### src/rtl/sevenseg_scan_ctrl.sv
// Time-multiplexed scan controller for a common-anode seven-segment display.
// Double-buffered hex value, anode ghost guard and optional leading-zero blanking.
module sevenseg_scan_ctrl #(
    parameter int NUM_DIGITS  = 8,
    parameter int REFRESH_DIV = 100000,
    parameter int GUARD       = 16
) (
    input  logic        clk,
    input  logic        rst,
    input  logic        enable,
    input  logic        update,
    input  logic [31:0] value,
    input  logic [7:0]  dp_in,
    input  logic        lz_en,
    output logic        value_pending,
    output logic [6:0]  seg,
    output logic        dp,
    output logic [7:0]  an,
    output logic [2:0]  digit_idx,
    output logic        frame_done
);

    localparam int PW = $clog2(REFRESH_DIV);
    localparam logic [PW-1:0] SLOT_LAST  = PW'(REFRESH_DIV - 1);
    localparam logic [PW-1:0] GUARD_END  = PW'(GUARD);
    localparam logic [PW-1:0] PRESC_ZERO = {PW{1'b0}};
    localparam logic [PW-1:0] PRESC_ONE  = PW'(1);
    localparam logic [2:0]    LAST_DIGIT = 3'(NUM_DIGITS - 1);

    typedef enum logic [1:0] {
        ST_IDLE  = 2'd0,
        ST_GUARD = 2'd1,
        ST_DRIVE = 2'd2
    } state_e;

    function automatic logic [6:0] hex_to_seg(input logic [3:0] nib);
        logic [6:0] s;
        case (nib)
            4'h0:    s = 7'b0000001;
            4'h1:    s = 7'b1001111;
            4'h2:    s = 7'b0010010;
            4'h3:    s = 7'b0000110;
            4'h4:    s = 7'b1001100;
            4'h5:    s = 7'b0100100;
            4'h6:    s = 7'b0100000;
            4'h7:    s = 7'b0001111;
            4'h8:    s = 7'b0000000;
            4'h9:    s = 7'b0000100;
            4'hA:    s = 7'b0001000;
            4'hB:    s = 7'b1100000;
            4'hC:    s = 7'b0110001;
            4'hD:    s = 7'b1000010;
            4'hE:    s = 7'b0110000;
            4'hF:    s = 7'b0111000;
            default: s = 7'b1111111;
        endcase
        return s;
    endfunction

    // True when digit idx (>0) and every more-significant scanned nibble are zero.
    function automatic logic lead_zero(input logic [31:0] v, input logic [2:0] idx);
        logic nz;
        nz = 1'b0;
        for (int i = 0; i < NUM_DIGITS; i++) begin
            nz = nz | ((i >= int'(idx)) && (|v[4*i +: 4]));
        end
        return (idx != 3'd0) && !nz;
    endfunction

    state_e          state_q, state_d;
    logic [PW-1:0]   presc_q, presc_d;
    logic [2:0]      idx_q, idx_d;
    logic [31:0]     act_val_q, act_val_d, pend_val_q, pend_val_d;
    logic [7:0]      act_dp_q, act_dp_d, pend_dp_q, pend_dp_d;
    logic            pend_q, pend_d;
    logic [7:0]      an_q, an_d;
    logic [6:0]      seg_q, seg_d;
    logic            dp_q, dp_d;
    logic            fd_q, fd_d;
    logic            slot_end_s, frame_end_s, transfer_s;
    logic [3:0]      nib_s;

    assign slot_end_s  = (presc_q == SLOT_LAST);
    assign frame_end_s = (state_q == ST_DRIVE) && slot_end_s && (idx_q == LAST_DIGIT);
    assign transfer_s  = pend_q && (frame_end_s || (state_q == ST_IDLE));

    // Scan FSM next-state: prescaler and digit stepping.
    always_comb begin
        state_d = state_q;
        presc_d = presc_q;
        idx_d   = idx_q;
        if (!enable) begin
            state_d = ST_IDLE;
            presc_d = PRESC_ZERO;
            idx_d   = 3'd0;
        end else begin
            case (state_q)
                ST_IDLE: begin
                    state_d = ST_GUARD;
                    presc_d = PRESC_ZERO;
                    idx_d   = 3'd0;
                end
                ST_GUARD: begin
                    presc_d = presc_q + PRESC_ONE;
                    state_d = (presc_d >= GUARD_END) ? ST_DRIVE : ST_GUARD;
                end
                ST_DRIVE: begin
                    if (slot_end_s) begin
                        presc_d = PRESC_ZERO;
                        idx_d   = (idx_q == LAST_DIGIT) ? 3'd0 : idx_q + 3'd1;
                        state_d = ST_GUARD;
                    end else begin
                        presc_d = presc_q + PRESC_ONE;
                        state_d = ST_DRIVE;
                    end
                end
                default: begin
                    state_d = ST_IDLE;
                    presc_d = PRESC_ZERO;
                    idx_d   = 3'd0;
                end
            endcase
        end
    end

    // Double buffer: old pending moves to active before a coincident update overwrites pending.
    always_comb begin
        act_val_d  = act_val_q;
        act_dp_d   = act_dp_q;
        pend_val_d = pend_val_q;
        pend_dp_d  = pend_dp_q;
        pend_d     = pend_q;
        if (transfer_s) begin
            act_val_d = pend_val_q;
            act_dp_d  = pend_dp_q;
            pend_d    = 1'b0;
        end else begin
            pend_d    = pend_q;
        end
        if (update) begin
            pend_val_d = value;
            pend_dp_d  = dp_in;
            pend_d     = 1'b1;
        end else begin
            pend_val_d = pend_val_q;
        end
    end

    // Output decode from next state so registered outputs line up with the scan registers.
    always_comb begin
        an_d  = 8'hFF;
        seg_d = 7'h7F;
        dp_d  = 1'b1;
        nib_s = act_val_d[{idx_d, 2'b00} +: 4];
        fd_d  = (state_d != ST_IDLE) && (presc_d == PRESC_ZERO) && (idx_d == 3'd0);
        if (state_d == ST_DRIVE) begin
            an_d  = ~(8'h01 << idx_d);
            seg_d = (lz_en && lead_zero(act_val_d, idx_d)) ? 7'h7F : hex_to_seg(nib_s);
            dp_d  = ~act_dp_d[idx_d];
        end else begin
            an_d  = 8'hFF;
            seg_d = 7'h7F;
            dp_d  = 1'b1;
        end
    end

    // State, buffer and output registers.
    always_ff @(posedge clk or posedge rst) begin
        if (rst) begin
            state_q    <= ST_IDLE;
            presc_q    <= PRESC_ZERO;
            idx_q      <= 3'd0;
            act_val_q  <= 32'h0000_0000;
            act_dp_q   <= 8'h00;
            pend_val_q <= 32'h0000_0000;
            pend_dp_q  <= 8'h00;
            pend_q     <= 1'b0;
            an_q       <= 8'hFF;
            seg_q      <= 7'h7F;
            dp_q       <= 1'b1;
            fd_q       <= 1'b0;
        end else begin
            state_q    <= state_d;
            presc_q    <= presc_d;
            idx_q      <= idx_d;
            act_val_q  <= act_val_d;
            act_dp_q   <= act_dp_d;
            pend_val_q <= pend_val_d;
            pend_dp_q  <= pend_dp_d;
            pend_q     <= pend_d;
            an_q       <= an_d;
            seg_q      <= seg_d;
            dp_q       <= dp_d;
            fd_q       <= fd_d;
        end
    end

    assign value_pending = pend_q;
    assign seg           = seg_q;
    assign dp            = dp_q;
    assign an            = an_q;
    assign digit_idx     = idx_q;
    assign frame_done    = fd_q;

endmodule

### config.mk
export PLATFORM = sky130hd
export DESIGN_NAME = sevenseg_scan_ctrl
export DESIGN_NICKNAME = d
export VERILOG_FILES = /design/src/rtl/sevenseg_scan_ctrl.sv
export SDC_FILE = /design/constraint.sdc
export NUM_CORES = 1
export LEC_CHECK = 0
export BUFFER_PORTS_ARGS = -buffer_cell sky130_fd_sc_hd__buf_2
export CAP_MARGIN = 20
export CORE_ASPECT_RATIO = 0.6
export CORE_UTILIZATION = 40
export DETAILED_ROUTE_END_ITERATION = 7
export SYNTH_ARGS = -nofsm -noshare
export SYNTH_HDL_FRONTEND = slang
export SYNTH_SLANG_ARGS = --single-unit
### constraint.sdc
create_clock -name clk -period 9.9 [get_ports clk]
set_input_delay 1.485 -clock clk [delete_from_list [all_inputs] [get_ports clk]]
set_output_delay 1.485 -clock clk [all_outputs]
set_load 0.01 [all_outputs]
### After elaboration in Yosys (flattened, before gate mapping)

Memory sizes are Yosys's and may differ from the RTL's.
Cells that the tools add are included.

* register bits after elaboration: 120
* ROM bits: 112
* output and inout bits: 21
* memories kept: 1

* $add $sub $neg: 2
* $lt $le $gt $ge: 9
* equality and inequality tests: 5
* shifts and indexed selects: 2
* multiplexer cells: 21
* bitwise logic cells: 9
* reduce and logical (&&, ||, !) cells: 30

Memory list
* (name not given): depth 16, bits a word 7, rd ports 1, clocked after memory_dff 0, wr ports 0, RTL line 38 `case (nib)`

Operators by type and width (count)
* 17-bit two-way mux: 2
* 17-bit one-hot mux with 2 select lines: 1
* 32-bit two-way mux: 1
* 4-bit OR reduction: 8
* 32-bit by 6-bit indexed part select with 4-bit output: 1
* 17-bit by 1-bit adder with 17-bit output, second input constant: 1
* 17-bit == test, second input constant: 1
* 17-bit by 5-bit greater-or-equal comparator with 1-bit output, second input constant: 1
* 17-bit zero test: 1
* 8-bit two-way mux: 2
* 1-bit logical AND: 14
* 7-bit two-way mux: 2
* 3-bit greater-or-equal comparator, first input constant: 3
* 3-bit two-way mux: 3
* 8-bit NOT: 1
* 1-bit by 3-bit left shift with 8-bit output, first input constant: 1
* 1-bit OR: 7
* 1-bit by 3-bit greater-or-equal comparator with 1-bit output, first input constant: 2
* 2-bit by 3-bit greater-or-equal comparator with 1-bit output, first input constant: 2
* 2-bit two-way mux: 3
* 2-bit one-hot mux with 3 select lines: 1
* 3-bit one-hot mux with 2 select lines: 1
* 2-bit == test, second input constant: 2
* 3-bit by 4-bit < comparator with 1-bit output, second input constant: 1
* 12 further kinds: 16

### Longest topological paths before layout

Gate-level depths: netlist of the first run.

* depth in word-level cells: 20
* gate-level depth with buffers: 18
* depth with buffers taken out: 15

### Least setup slack after synthesis of the first run

No wires, ideal clock.

* path kind: input to register
* start: in enable
* end: reg seg_q[6] (netlist: seg[6])
* setup time: 0.066 ns
* data arrival time: 3.894 ns
* required time: 9.834 ns
* setup slack: 5.940 ns
* stages: 15
* buffers on the path: 3
* cell sequence: and2_0 nand3_1 mux2_4 and2_4 buf_6 buf_6 buf_4 mux2i_1 mux2i_1 o21ba_2 inv_1 ha_1 nand3_1 mux2_1 nand4_1

* word-level cells in the longest chain between the ends: 15
* elaborated cells on any way between the ends: 32
* those cells by class: order compare: 7; eq/ne: 1; shift: 1; mux: 4; bitwise: 7; reduce/logical: 11; memory: 1

Ends and longest elaborated chain
* from (decl): RTL line 10 `input logic enable,`
* 3-bit two-way mux: RTL line 92 `if (!enable) begin`
* 1-bit by 3-bit greater-or-equal comparator with 1-bit output: RTL line 65 `nz = nz | ((i >= int'(idx)) && (|v[4*i +: 4]));`
* 1-bit logical AND: RTL line 65
* 1-bit OR (7 in series): RTL line 65
* 1-bit zero test: RTL line 67 `return (idx != 3'd0) && !nz;`
* 1-bit logical AND: RTL line 67
* 1-bit logical AND: RTL line 158 `seg_d = (lz_en && lead_zero(act_val_d, idx_d)) ? 7'h7F : hex_to_seg(nib_s);`
* 7-bit two-way mux: RTL line 158
* 7-bit two-way mux (*): RTL line 156 `if (state_d == ST_DRIVE) begin`
* named net seg_d[6]: RTL line 77 `logic [6:0] seg_q, seg_d;`
* to (signal assigned): RTL line 192 `seg_q <= seg_d;`
* to (decl): RTL line 77

Mark *: on every way through the listed nets, which the timed path passes. The rest lies on a longest branch.
A chain may end at the register's enable or synchronous reset.

### Final worst setup path of the first run

* start: reg presc_q[0]
* end: reg seg_q[6] (netlist: seg[6])

* elaborated cells on any way between the ends: 53
* those cells by class: add/sub: 1; order compare: 8; eq/ne: 2; shift: 1; mux: 10; bitwise: 7; reduce/logical: 23; memory: 1

RTL lines
* from (decl): RTL line 71 `logic [PW-1:0] presc_q, presc_d;`
* from (signal assigned): RTL line 184 `presc_q <= presc_d;`
* 17-bit == test (*): RTL line 83 `assign slot_end_s = (presc_q == SLOT_LAST);`
* 1-bit logical AND (*) (2 in series): RTL line 84 `assign frame_end_s = (state_q == ST_DRIVE) && slot_end_s && (idx_q == LAST_DIGIT);`
* 1-bit logical OR (*): RTL line 85 `assign transfer_s = pend_q && (frame_end_s || (state_q == ST_IDLE));`
* 1-bit logical AND (*): RTL line 85
* 32-bit two-way mux (*): RTL line 133 `if (transfer_s) begin`
* named net act_val_d[29]: RTL line 73 `logic [31:0] act_val_q, act_val_d, pend_val_q, pend_val_d;`
* branches (longest 5 deep; another with memory 16 x 7 bit)
* 7-bit two-way mux (*): RTL line 158
* 7-bit two-way mux (*): RTL line 156
* named net seg_d[6]: RTL line 77

Mark *: on every way through the listed nets, which the timed path passes.

==> run summary, run 1 <==
status -> finished, final reports clean
FF-to-FF End -> seg[6]$_DFF_PP1_
critical setup path kind -> flip-flop to flip-flop
final WL -> 13300 um
CP Launch Type -> flip-flop
Tcrit/Tclk final -> 0.423
Die X -> 159 um
synthesized area -> 0.00592 mm^2
Max-Cap Viols -> 0
CTS Buf Count -> 17
Worst Setup End Kind -> flip-flop
Sequential Area -> 0.00302 mm^2
residual DRC count -> 0
initial antenna violation count -> 0
Worst Skew -> 0.00978 ns
WP data required -> 10.25 ns
unrepaired setup endpoints after global routing -> no
Reg clk slew, reported paths -> 0.05 ns
num ports -> 66
multi-input logic area -> 0.00262 mm^2
Mean Syn Cell Area -> 11.7 um^2
Clock Sinks -> 120
Synth Warn # -> 0
final antenna-violating net count -> 0
fin. max-slew vios -> 0
htree depth -> 4
Post-Synthesis Cells -> 504
Ant. Diodes -> 0
CTS tree -> done
All-Layer GR Usage -> 0.186
Main synth FF type -> dfrtp_1
# port buffers -> 65
Slowest Stage Delay on Critical Path -> 0.55 ns
post-CTS setup buffers -> 0
CP delay by family, top -> simple AND/OR/NAND/NOR gates
Synth async-reset ratio -> 1.00
Initial Util -> 0.409
vias in the first global route -> 3951
largest net degree at the start of global routing -> 85
Root Buffer Master -> clkbuf_16
syn nets -> 563
Relative slew margins -> 0.322
maximum vdd drop -> 0.0000802 V
wire per inst -> 17.1 um
overall power -> 1.42 mW
Setup crit start -> presc_q[0]$_DFF_PP0_
Pwr Density -> 204 mW/mm^2
first-pass GRT wire length -> 21500 um
Max Freq -> 0.239 GHz
critical-path maximum fanout -> 52
critical path endpoint -> seg[6]$_DFF_PP1_
worst path buffer plus inverter count -> 2
drt initial violations -> 255
routed vias -> 4030
Post-synth EDFFs -> 0
Synth cell types -> 67
cell with the largest stage delay on the worst path -> buf_4
CP Cell Sequence -> ha_1, and4_4, nand4_1, o21ai_4, buf_4, mux2_2, nand2b_1, a311oi_1, o21ba_2, inv_1, ha_1, nand3_1, mux2_1, nand4_1
floorplan core area -> 0.0145 mm^2
DR pass1 iterations -> 4
final setup fails -> 0
Worst EP arrival -> 4.53 ns
area leader, netlist -> dfrtp_1
via/cell ratio -> 5.20
Worst R2R Setup Slack -> 5.72 ns
area growth from synthesis to layout -> 17.9%
Area contributors post-synth -> dfrtp_1 44%, mux2_2 13%, dfstp_2 7.1%
post-synthesis sequential area ratio -> 0.511
row count -> 34
clock buffer depth -> 2
CTS Hold Bufs -> 0
Die H -> 96.2 um
fraction of layout cells with a size suffix above 1 -> 0.338
dpl hpwl -> 9360 um
FF+latch count, synth -> 120
worst-margin pin slew -> 1.02 ns
top cell type's share of synthesized area -> 0.440
final hold viol count -> 0
post-CTS sizing -> 0
LEAKAGE -> 3.06 nW
Levels on crit path -> 14
reg2reg path depth -> 14
FILL cells -> 1357
Placer Congestion -> 0.890
Worst-Skew Late Latency -> 0.41 ns
die area -> 0.0153 mm^2
grt ovf -> 0
HP Class -> flip-flop to flip-flop
Worst R2R Start -> presc_q[0]$_DFF_PP0_
minimum clock period -> 4.18 ns
setup TNS -> 0 ns
Layout Nets -> 623
==> sequential cells by signal (all words and copies together), names as in the netlist <==
register	cells
value_pending	1
frame_done	1
seg	7
digit_idx	3
dp	1
act_dp_q	8
presc_q	17
pend_dp_q	8
pend_val_q	32
act_val_q	32
state_q	2
an	8
==> metal layers <==
layer  global-route usage  wire [um]
met1                0.271       6830
met2                0.272       5660
met3               0.0444        675
met4               0.0593        127
met5                    0          0
==> synth_stat cells (2+ instances only) <==
cell,number
a211oi_1,2
a21o_1,2
a21oi_1,8
a31oi_1,2
a32oi_1,2
and2_4,2
and3_1,6
and4_1,2
and4_4,2
and4bb_1,2
buf_1,2
buf_2,6
buf_4,2
buf_6,9
clkbuf_1,8
dfrtp_1,104
dfstp_2,16
ha_1,14
inv_1,21
mux2_2,67
mux2i_1,33
nand2_1,31
nand2b_1,5
nand3_1,15
nand4_1,8
nor2_1,42
nor2b_1,2
nor3_1,9
nor4_1,11
nor4b_1,2
o211a_1,2
o211ai_1,2
o21ai_1,3
o21ai_4,2
o221ai_1,4
o22ai_1,3
o31ai_1,2
o41ai_1,2
or3_1,2
xnor2_1,10
xor2_1,9
==> worst min path at each step <==
| stage | startpoint | to | cells past startpoint |
|---|---|---|---|
| global route | act_dp_q[5]$_DFF_PP0_ | act_dp_q[5]$_DFF_PP0_ | 1 |
| global placement | act_val_q[0]$_DFF_PP0_ | act_val_q[0]$_DFF_PP0_ | 1 |
| CTS | act_dp_q[0]$_DFF_PP0_ | act_dp_q[0]$_DFF_PP0_ | 1 |
| finish | act_val_q[0]$_DFF_PP0_ | act_val_q[0]$_DFF_PP0_ | 1 |
| detailed placement | act_dp_q[0]$_DFF_PP0_ | act_dp_q[0]$_DFF_PP0_ | 1 |
| floorplan | act_val_q[2]$_DFF_PP0_ | act_val_q[2]$_DFF_PP0_ | 2 |
==> report_power, final <==
group | switching, mW | internal [mW]
combinational | 0.102 | 0.0863
sequential | 0.0314 | 0.548
clock | 0.215 | 0.439
==> worst register-to-register path, delay by kind of cell (launching register included) <==
family | cells | cell delay [ns]
buffers and inverters | 2 | 0.67
DFF | 1 | 0.43
muxes | 2 | 0.81
AOI/OAI and AO/OA | 3 | 0.70
adders and majority gates | 2 | 0.55
and+or+nand+nor | 5 | 0.98
==> cells by family (layout without fill, tap and decap cells) <==
logic type,after synthesis,after routing,share of synthesized area
AO/OA/AOI/OAI,52,52,0.0713
XOR/XNOR,19,19,0.0281
adder cells (fa/ha/maj),14,14,0.0296
buffers and inverters,50,123,0.0459
flip-flops,120,120,0.511
multiplexers,102,102,0.188
AND/OR/NAND/NOR,147,147,0.126
==> final cells by class <==
cell class	instances	area share
repair buffers	68	0.0527
well taps	198	0.0355
clock inverters	9	0.0208
clock buffers	23	0.0685
multi-input cells	334	0.376
inverters	23	0.0129
flip-flops and latches	120	0.433
==> stage by stage <==
stage,setup slack [ns],std cells,util,hold slack [ns],area [um^2]
final,5.72,775,0.482,0.498,6970
after global routing,5.43,775,0.482,0.528,6970
after CTS,5.73,774,0.480,0.504,6950
after detailed placement,5.58,742,0.437,0.491,6320
after global placement,5.75,742,0.437,0.489,6320
after floorplan,5.26,504,-,0.445,5920
==> layout by cell type, fill, tap and decap left out, types with 8 or more instances in the layout <==
cell	count
mux2i_1	33
nand4_1	8
ha_1	14
nor4_1	11
nor2_1	42
dfstp_2	16
nand3_1	15
inv_1	20
xor2_1	9
nor3_1	9
xnor2_1	10
mux2_2	67
a21oi_1	8
dfrtp_1	104
clkbuf_16	17
nand2_1	31
buf_2	65
(Power assumes the default switching activity.)
==> run 2: changes to the inputs <==
- clock period: 9.9 -> 3.9 ns (I/O delays scaled with it)
==> run 2 against run 1 <==
Against the previous run:
- combinational power rose to 2.6 times the previous value
- cell count up 1.5%
- global-route usage down 0.27 points
- register-to-register slack lost 5.5 ns
- die area unchanged
- sequential power increased to 2.5 times the previous value
- via count increased by 2.5%
- worst setup slack worse by 5.5 ns
- critical endpoint unchanged
- highest routed layer unchanged
==> run summary, run 2 (synthesis gave the netlist of run 1 again) <==
CTS tree -> done
via/cell ratio -> 5.25 (+0.97%)
Slowest Stage Delay on Critical Path -> 0.43 ns (-0.12 ns)
Int Power -> 2.57 mW (+140%)
num ports -> 66 (unchanged)
routed vias -> 4132 (+2.5%)
critical setup path kind -> flip-flop to flip-flop
final non-filler cell total -> 787 (+1.5%)
dpl hpwl -> 9550 um (+2.1%)
die area -> 0.0153 mm^2 (unchanged)
fin. max-slew vios -> 0 (unchanged)
leading cell type in the layout, fill and taps excluded -> dfrtp_1
grt ovf -> 0 (unchanged)
Placer Congestion -> 0.861 (-3.3%)
CP most frequent cell -> nand4_1
Tcrit/Tclk final -> 0.935 (+0.512)
wire per inst -> 17.1 um (-0.45%)
largest net degree at the start of global routing -> 60 (-29%)
placed cell count -> 751 (+1.2%)
critical-path maximum fanout -> 20 (-62%)
CTS Hold Bufs -> 0 (unchanged)
FILL cells -> 1312 (-3.3%)
commonest non-fill, non-tap cells in the layout -> 104 x dfrtp_1, 67 x mux2_2, 65 x buf_2, 42 x nor2_1, 33 x mux2i_1
htree depth -> 4 (unchanged)
area growth from synthesis to layout -> 18.7%
Area after DPL -> 0.00640 mm^2 (+1.3%)
Root Buffer Master -> clkbuf_16
part of the power in registers -> 0.426 (+0.019)
vias in the first global route -> 3995 (+1.1%)
final antenna-violating net count -> 0 (unchanged)
LEAKAGE -> 3.09 nW (+0.92%)
All-Layer GR Usage -> 0.183 (-0.00274)
unrepaired setup endpoints after global routing -> no
final hold viol count -> 0 (unchanged)
CTS Buf Count -> 17 (unchanged)
residual DRC count -> 0 (unchanged)
minimum clock period -> 3.65 ns (-0.537 ns)
worst-margin pin slew -> 0.934 ns (-0.0831 ns)
clock buffer depth -> 2 (unchanged)
setup TNS -> 0 ns (unchanged)
row count -> 34 (unchanged)
Largest regs -> act_val_q: 32 flops, pend_val_q: 32 flops, presc_q: 17 flops
Net Sw Frac -> 0.255 (+0.00981)
final setup fails -> 0 (unchanged)
NetSw -> 881 uW (+150%)
Worst-Skew Late Latency -> 0.41 ns (about the same)
Relative slew margins -> 0.378 (+0.0554)
floorplan core area -> 0.0145 mm^2 (unchanged)
drt initial violations -> 253 (-0.78%)
Die H -> 96.2 um (unchanged)
part of the power in the clock network -> 0.434 (-0.026)
Worst EP arrival -> 3.99 ns (-0.54 ns)
Initial Util -> 0.409 (unchanged)
initial antenna violation count -> 0 (unchanged)
# port buffers -> 65 (unchanged)
WP data required -> 4.24 ns (-6.01 ns)
Ant. Diodes -> 0 (unchanged)
Worst Skew -> 0.0107 ns (+0.000936 ns)
status -> finished, final reports clean
Final Util -> 0.486 (+0.00355)
Combinational Power Share -> 0.140 (+0.007)
Layout Nets -> 635 (+1.9%)
HP Class -> primary input to async pin
Die X -> 159 um (unchanged)
DR pass1 iterations -> 5 (+1)
Pwr Density -> 491 mW/mm^2 (+140%)
cell with the largest stage delay on the worst path -> dfrtp_1
maximum vdd drop -> 0.000219 V (+170%)
Reg clk slew, reported paths -> 0.05 ns (about the same)
Max Freq -> 0.274 GHz (+15%)
CP Launch Type -> flip-flop
Worst Setup End Kind -> flip-flop
fraction of layout cells with a size suffix above 1 -> 0.355 (+0.0169)
first-pass GRT wire length -> 21400 um (-0.39%)
Max-Cap Viols -> 0 (unchanged)
CP Cell Sequence -> ha_2, and4_4, nand4_1, o21ai_4, buf_12, mux2_2, nand2b_1, a311oi_1, o21ba_2, inv_1, ha_1, nand3_1, mux2_1, nand4_1
final instance area -> 0.00703 mm^2 (+0.74%)
Clock Sinks -> 120 (unchanged)
final WL -> 13400 um (+1.1%)
[run 2: repair_timing]
| action | in CTS | in global routing |
|---|---|---|
| buffers inserted | 0 | 3 |
| resized for setup | 0 | 1 |
| endpoints found under the setup margin | 0 | 2 |
[run 2: path summary, 6_finish.rpt]
path | start | to | slack [ns] | cells past startpoint
worst max-delay path | presc_q[0]$_DFF_PP0_ | seg[6]$_DFF_PP1_ | 0.25 | 14
worst min-delay path | rst | pend_dp_q[4]$_DFFE_PP0P_ | 0.30 | 2
worst max register to register | presc_q[0]$_DFF_PP0_ | seg[6]$_DFF_PP1_ | 0.25 | 14
worst min register to register | pend_dp_q[5]$_DFFE_PP0P_ | pend_dp_q[5]$_DFFE_PP0P_ | 0.50 | 1
max in group asynchronous | rst | seg[6]$_DFF_PP1_ | 2.76 | 3
min in group clk | value[13] | pend_val_q[13]$_DFFE_PP0P_ | 0.40 | 2
[run 2: routing by layer]
layer / vias up / wire length, um / track usage
met5: - / 0 / 0
met4: 0 / 132 / 0.0625
met3: 13 / 623 / 0.0392
met2: 99 / 5630 / 0.272
met1: 2077 / 7050 / 0.265
li1: 1943 / - / -
[run 2: through the flow]
step	hold slack [ns]	setup WS, ns	power [mW]
after floorplan	0.445	0.156	1.82
after CTS	0.327	0.108	3.47
after detailed placement	0.488	0.144	1.96
final	0.295	0.254	3.45
after global routing	0.355	0.0346	3.61
after global placement	0.483	0.319	1.94
[run 2: cell type report]
type / instances / area [um^2] / area share
Sequential cell: 120 / 3020 / 0.430
Multi-Input combinational cell: 334 / 2630 / 0.374
Clock buffer: 24 / 502 / 0.0714
Timing Repair Buffer: 80 / 468 / 0.0666
Tap cell: 198 / 248 / 0.0353
Inverter: 23 / 90.1 / 0.0128
Clock inverter: 8 / 70.1 / 0.00997
[run 2: power groups by stage]
stage	Combinational [mW]	Clock [mW]	Sequential [mW]
after global routing	0.529	1.59	1.49
after CTS	0.474	1.52	1.47
after floorplan	0.363	0	1.46
after global placement	0.457	0	1.49
after detailed placement	0.470	0	1.49
final	0.483	1.50	1.47
[run 2: worst max-delay path: cells and delay by family (launching register included)]
| family | cells | cell delay, ns |
|---|---|---|
| DFF | 1 | 0.43 |
| and+or+nand+nor | 5 | 0.87 |
| muxes | 2 | 0.70 |
| buffers and inverters | 2 | 0.31 |
| adders and majority gates | 2 | 0.50 |
| AOI/OAI and AO/OA | 3 | 0.75 |
==> run 3: changes to the inputs <==
- CELL_PAD_IN_SITES_DETAIL_PLACEMENT: unset -> 0
- CELL_PAD_IN_SITES_GLOBAL_PLACEMENT: unset -> 2
- CORE_UTILIZATION: 40 -> 39
- PLACE_DENSITY_LB_ADDON: unset -> 0.1
==> run 3 against run 2 <==
Against the previous run:
- cell count increased by 1.1%
- utilization increased by 0.10 points
- clock skew increased by 0.0016 ns
- sequential share of layout area decreased by 0.59 points
- flip-flop and latch count unchanged
==> run summary, run 3 (synthesis gave the netlist of run 1 again) <==
Reg clk slew, reported paths -> 0.06 ns (about the same)
vias in the first global route -> 4110 (+2.9%)
Max-Cap Viols -> 0 (unchanged)
critical-path maximum fanout -> 30 (+50%)
fin. max-slew vios -> 0 (unchanged)
Clock Sinks -> 120 (unchanged)
Worst R2R Setup Slack -> 0.26 ns (about the same)
final antenna-violating net count -> 0 (unchanged)
critical setup path kind -> flip-flop to flip-flop
die area -> 0.0157 mm^2 (+2.5%)
via/cell ratio -> 5.25 (about the same)
drt initial violations -> 314 (+24%)
FF-to-FF End -> seg[6]$_DFF_PP1_
WP data required -> 4.24 ns (about the same)
final WL -> 15200 um (+13%)
CTS Hold Bufs -> 0 (unchanged)
setup TNS -> 0 ns (unchanged)
area growth from synthesis to layout -> 20.4%
wire per inst -> 19.1 um (+12%)
Worst-Skew Late Latency -> 0.41 ns (about the same)
Hold Slack -> 0.313 ns (+0.0175 ns)
final hold viol count -> 0 (unchanged)
routed vias -> 4178 (+1.1%)
Sequential Area -> 0.00302 mm^2 (unchanged)
grt ovf -> 0 (unchanged)
LEAKAGE -> 3.14 nW (+1.5%)
Worst Skew -> 0.0124 ns (+0.00164 ns)
CTS Buf Count -> 17 (unchanged)
Die X -> 161 um (+1.3%)
initial antenna violation count -> 0 (unchanged)
All-Layer GR Usage -> 0.206 (+0.0227)
Root Buffer Master -> clkbuf_16
multi-input logic area -> 0.00264 mm^2 (+0.43%)
status -> finished, final reports clean
fraction of layout cells with a size suffix above 1 -> 0.368 (+0.0131)
Pwr Density -> 502 mW/mm^2 (+2.1%)
Tcrit/Tclk final -> 0.932 (-0.00272)
minimum clock period -> 3.64 ns (-0.0106 ns)
final setup fails -> 0 (unchanged)
Worst Setup End Kind -> flip-flop
Max Freq -> 0.275 GHz (+0.29%)
leading cell type in the layout, fill and taps excluded -> dfrtp_1
Ant. Diodes -> 0 (unchanged)
dpl hpwl -> 11000 um (+15%)
FILL cells -> 1369 (+4.3%)
Worst R2R Start -> presc_q[0]$_DFF_PP0_
Initial Util -> 0.404 (-0.00476)
DR pass1 iterations -> 4 (-1)
maximum vdd drop -> 0.000237 V (+8.4%)
HP Class -> primary input to async pin
reg2reg path depth -> 14 (unchanged)
first-pass GRT wire length -> 24200 um (+13%)
unrepaired setup endpoints after global routing -> no
clock buffer depth -> 2 (unchanged)
Placer Congestion -> 0.868 (+0.87%)
largest net degree at the start of global routing -> 62 (+3.3%)
# port buffers -> 65 (unchanged)
Relative slew margins -> 0.328 (-0.0497)
CP Launch Type -> flip-flop
CTS tree -> done
num ports -> 66 (unchanged)
Largest regs -> act_val_q: 32 flops, pend_val_q: 32 flops, presc_q: 17 flops
commonest non-fill, non-tap cells in the layout -> 104 x dfrtp_1, 67 x mux2_2, 65 x buf_2, 42 x nor2_1, 33 x mux2i_1
floorplan core area -> 0.0146 mm^2 (+1.2%)
residual DRC count -> 0 (unchanged)
row count -> 34 (unchanged)
Die H -> 97.4 um (+1.2%)
worst-margin pin slew -> 1.01 ns (+0.0746 ns)
Worst EP arrival -> 3.98 ns (about the same)
htree depth -> 4 (unchanged)
Layout Nets -> 644 (+1.4%)
run 3: how the worst max path moves through the flow:
stage                             to                  start  cells after the start  slack, ns
2_1_floorplan  act_dp_q[0]$_DFF_PP0_                    rst                      1       0.16
3_3_place_gp        seg[6]$_DFF_PP1_   presc_q[0]$_DFF_PP0_                     14       0.27
3_5_place_dp        seg[3]$_DFF_PP1_  presc_q[12]$_DFF_PP0_                     13       0.16
4_1_cts             seg[3]$_DFF_PP1_  presc_q[12]$_DFF_PP0_                     13       0.12
5_1_grt             seg[6]$_DFF_PP1_   presc_q[0]$_DFF_PP0_                     14       0.02
6_report            seg[6]$_DFF_PP1_   presc_q[0]$_DFF_PP0_                     14       0.26
run 3: timing repair:
action | in CTS | in global routing
resized for setup | 0 | 3
setup buffers | 0 | 4
endpoints found under the setup margin | 0 | 6
run 3: per-stage QoR:
stage / setup WS (ns) / cell area, um^2 / util / std cells / power (mW)
floorplan: 0.156 / 5920 / - / 504 / 1.82
global placement: 0.272 / 6470 / 0.442 / 760 / 1.97
detailed placement: 0.159 / 6470 / 0.442 / 760 / 1.98
CTS: 0.122 / 7080 / 0.484 / 792 / 3.60
global route: 0.0166 / 7120 / 0.487 / 796 / 3.74
finish: 0.264 / 7120 / 0.487 / 796 / 3.58
run 3: cell type report:
cell class	instances	area share
flip-flops and latches	120	0.424
multi-input cells	334	0.370
repair buffers	89	0.0727
clock buffers	21	0.0646
well taps	198	0.0348
clock inverters	11	0.0207
inverters	23	0.0126
run 3: critical path, stage by stage (launching register included):
cell and delay [ns]:
dfrtp_1 0.44, ha_2 0.26, and4_4 0.24, nand4_1 0.23, o21ai_4 0.27, buf_12 0.23
mux2_2 0.36, nand2b_1 0.14, a311oi_1 0.24, o21ba_2 0.24, inv_1 0.11, ha_1 0.26
nand3_1 0.12, mux2_1 0.31, nand4_1 0.10
run 3: report_power, final:
| part | internal (mW) | leakage [nW] | switching, mW |
|---|---|---|---|
| logic | 0.229 | 1.42 | 0.261 |
| clock network | 1.04 | 0.286 | 0.573 |
| registers | 1.39 | 1.44 | 0.0837 |
| total | 2.66 | 3.14 | 0.917 |
run 3: metal layers:
layer  track usage  part of all wire  vias up
met4        0.0522            0.0076        0
met2         0.245              0.37      135
li1              -                 -     1967
met5             0                 0        -
met3        0.0589             0.063       10
met1         0.345              0.56     2066
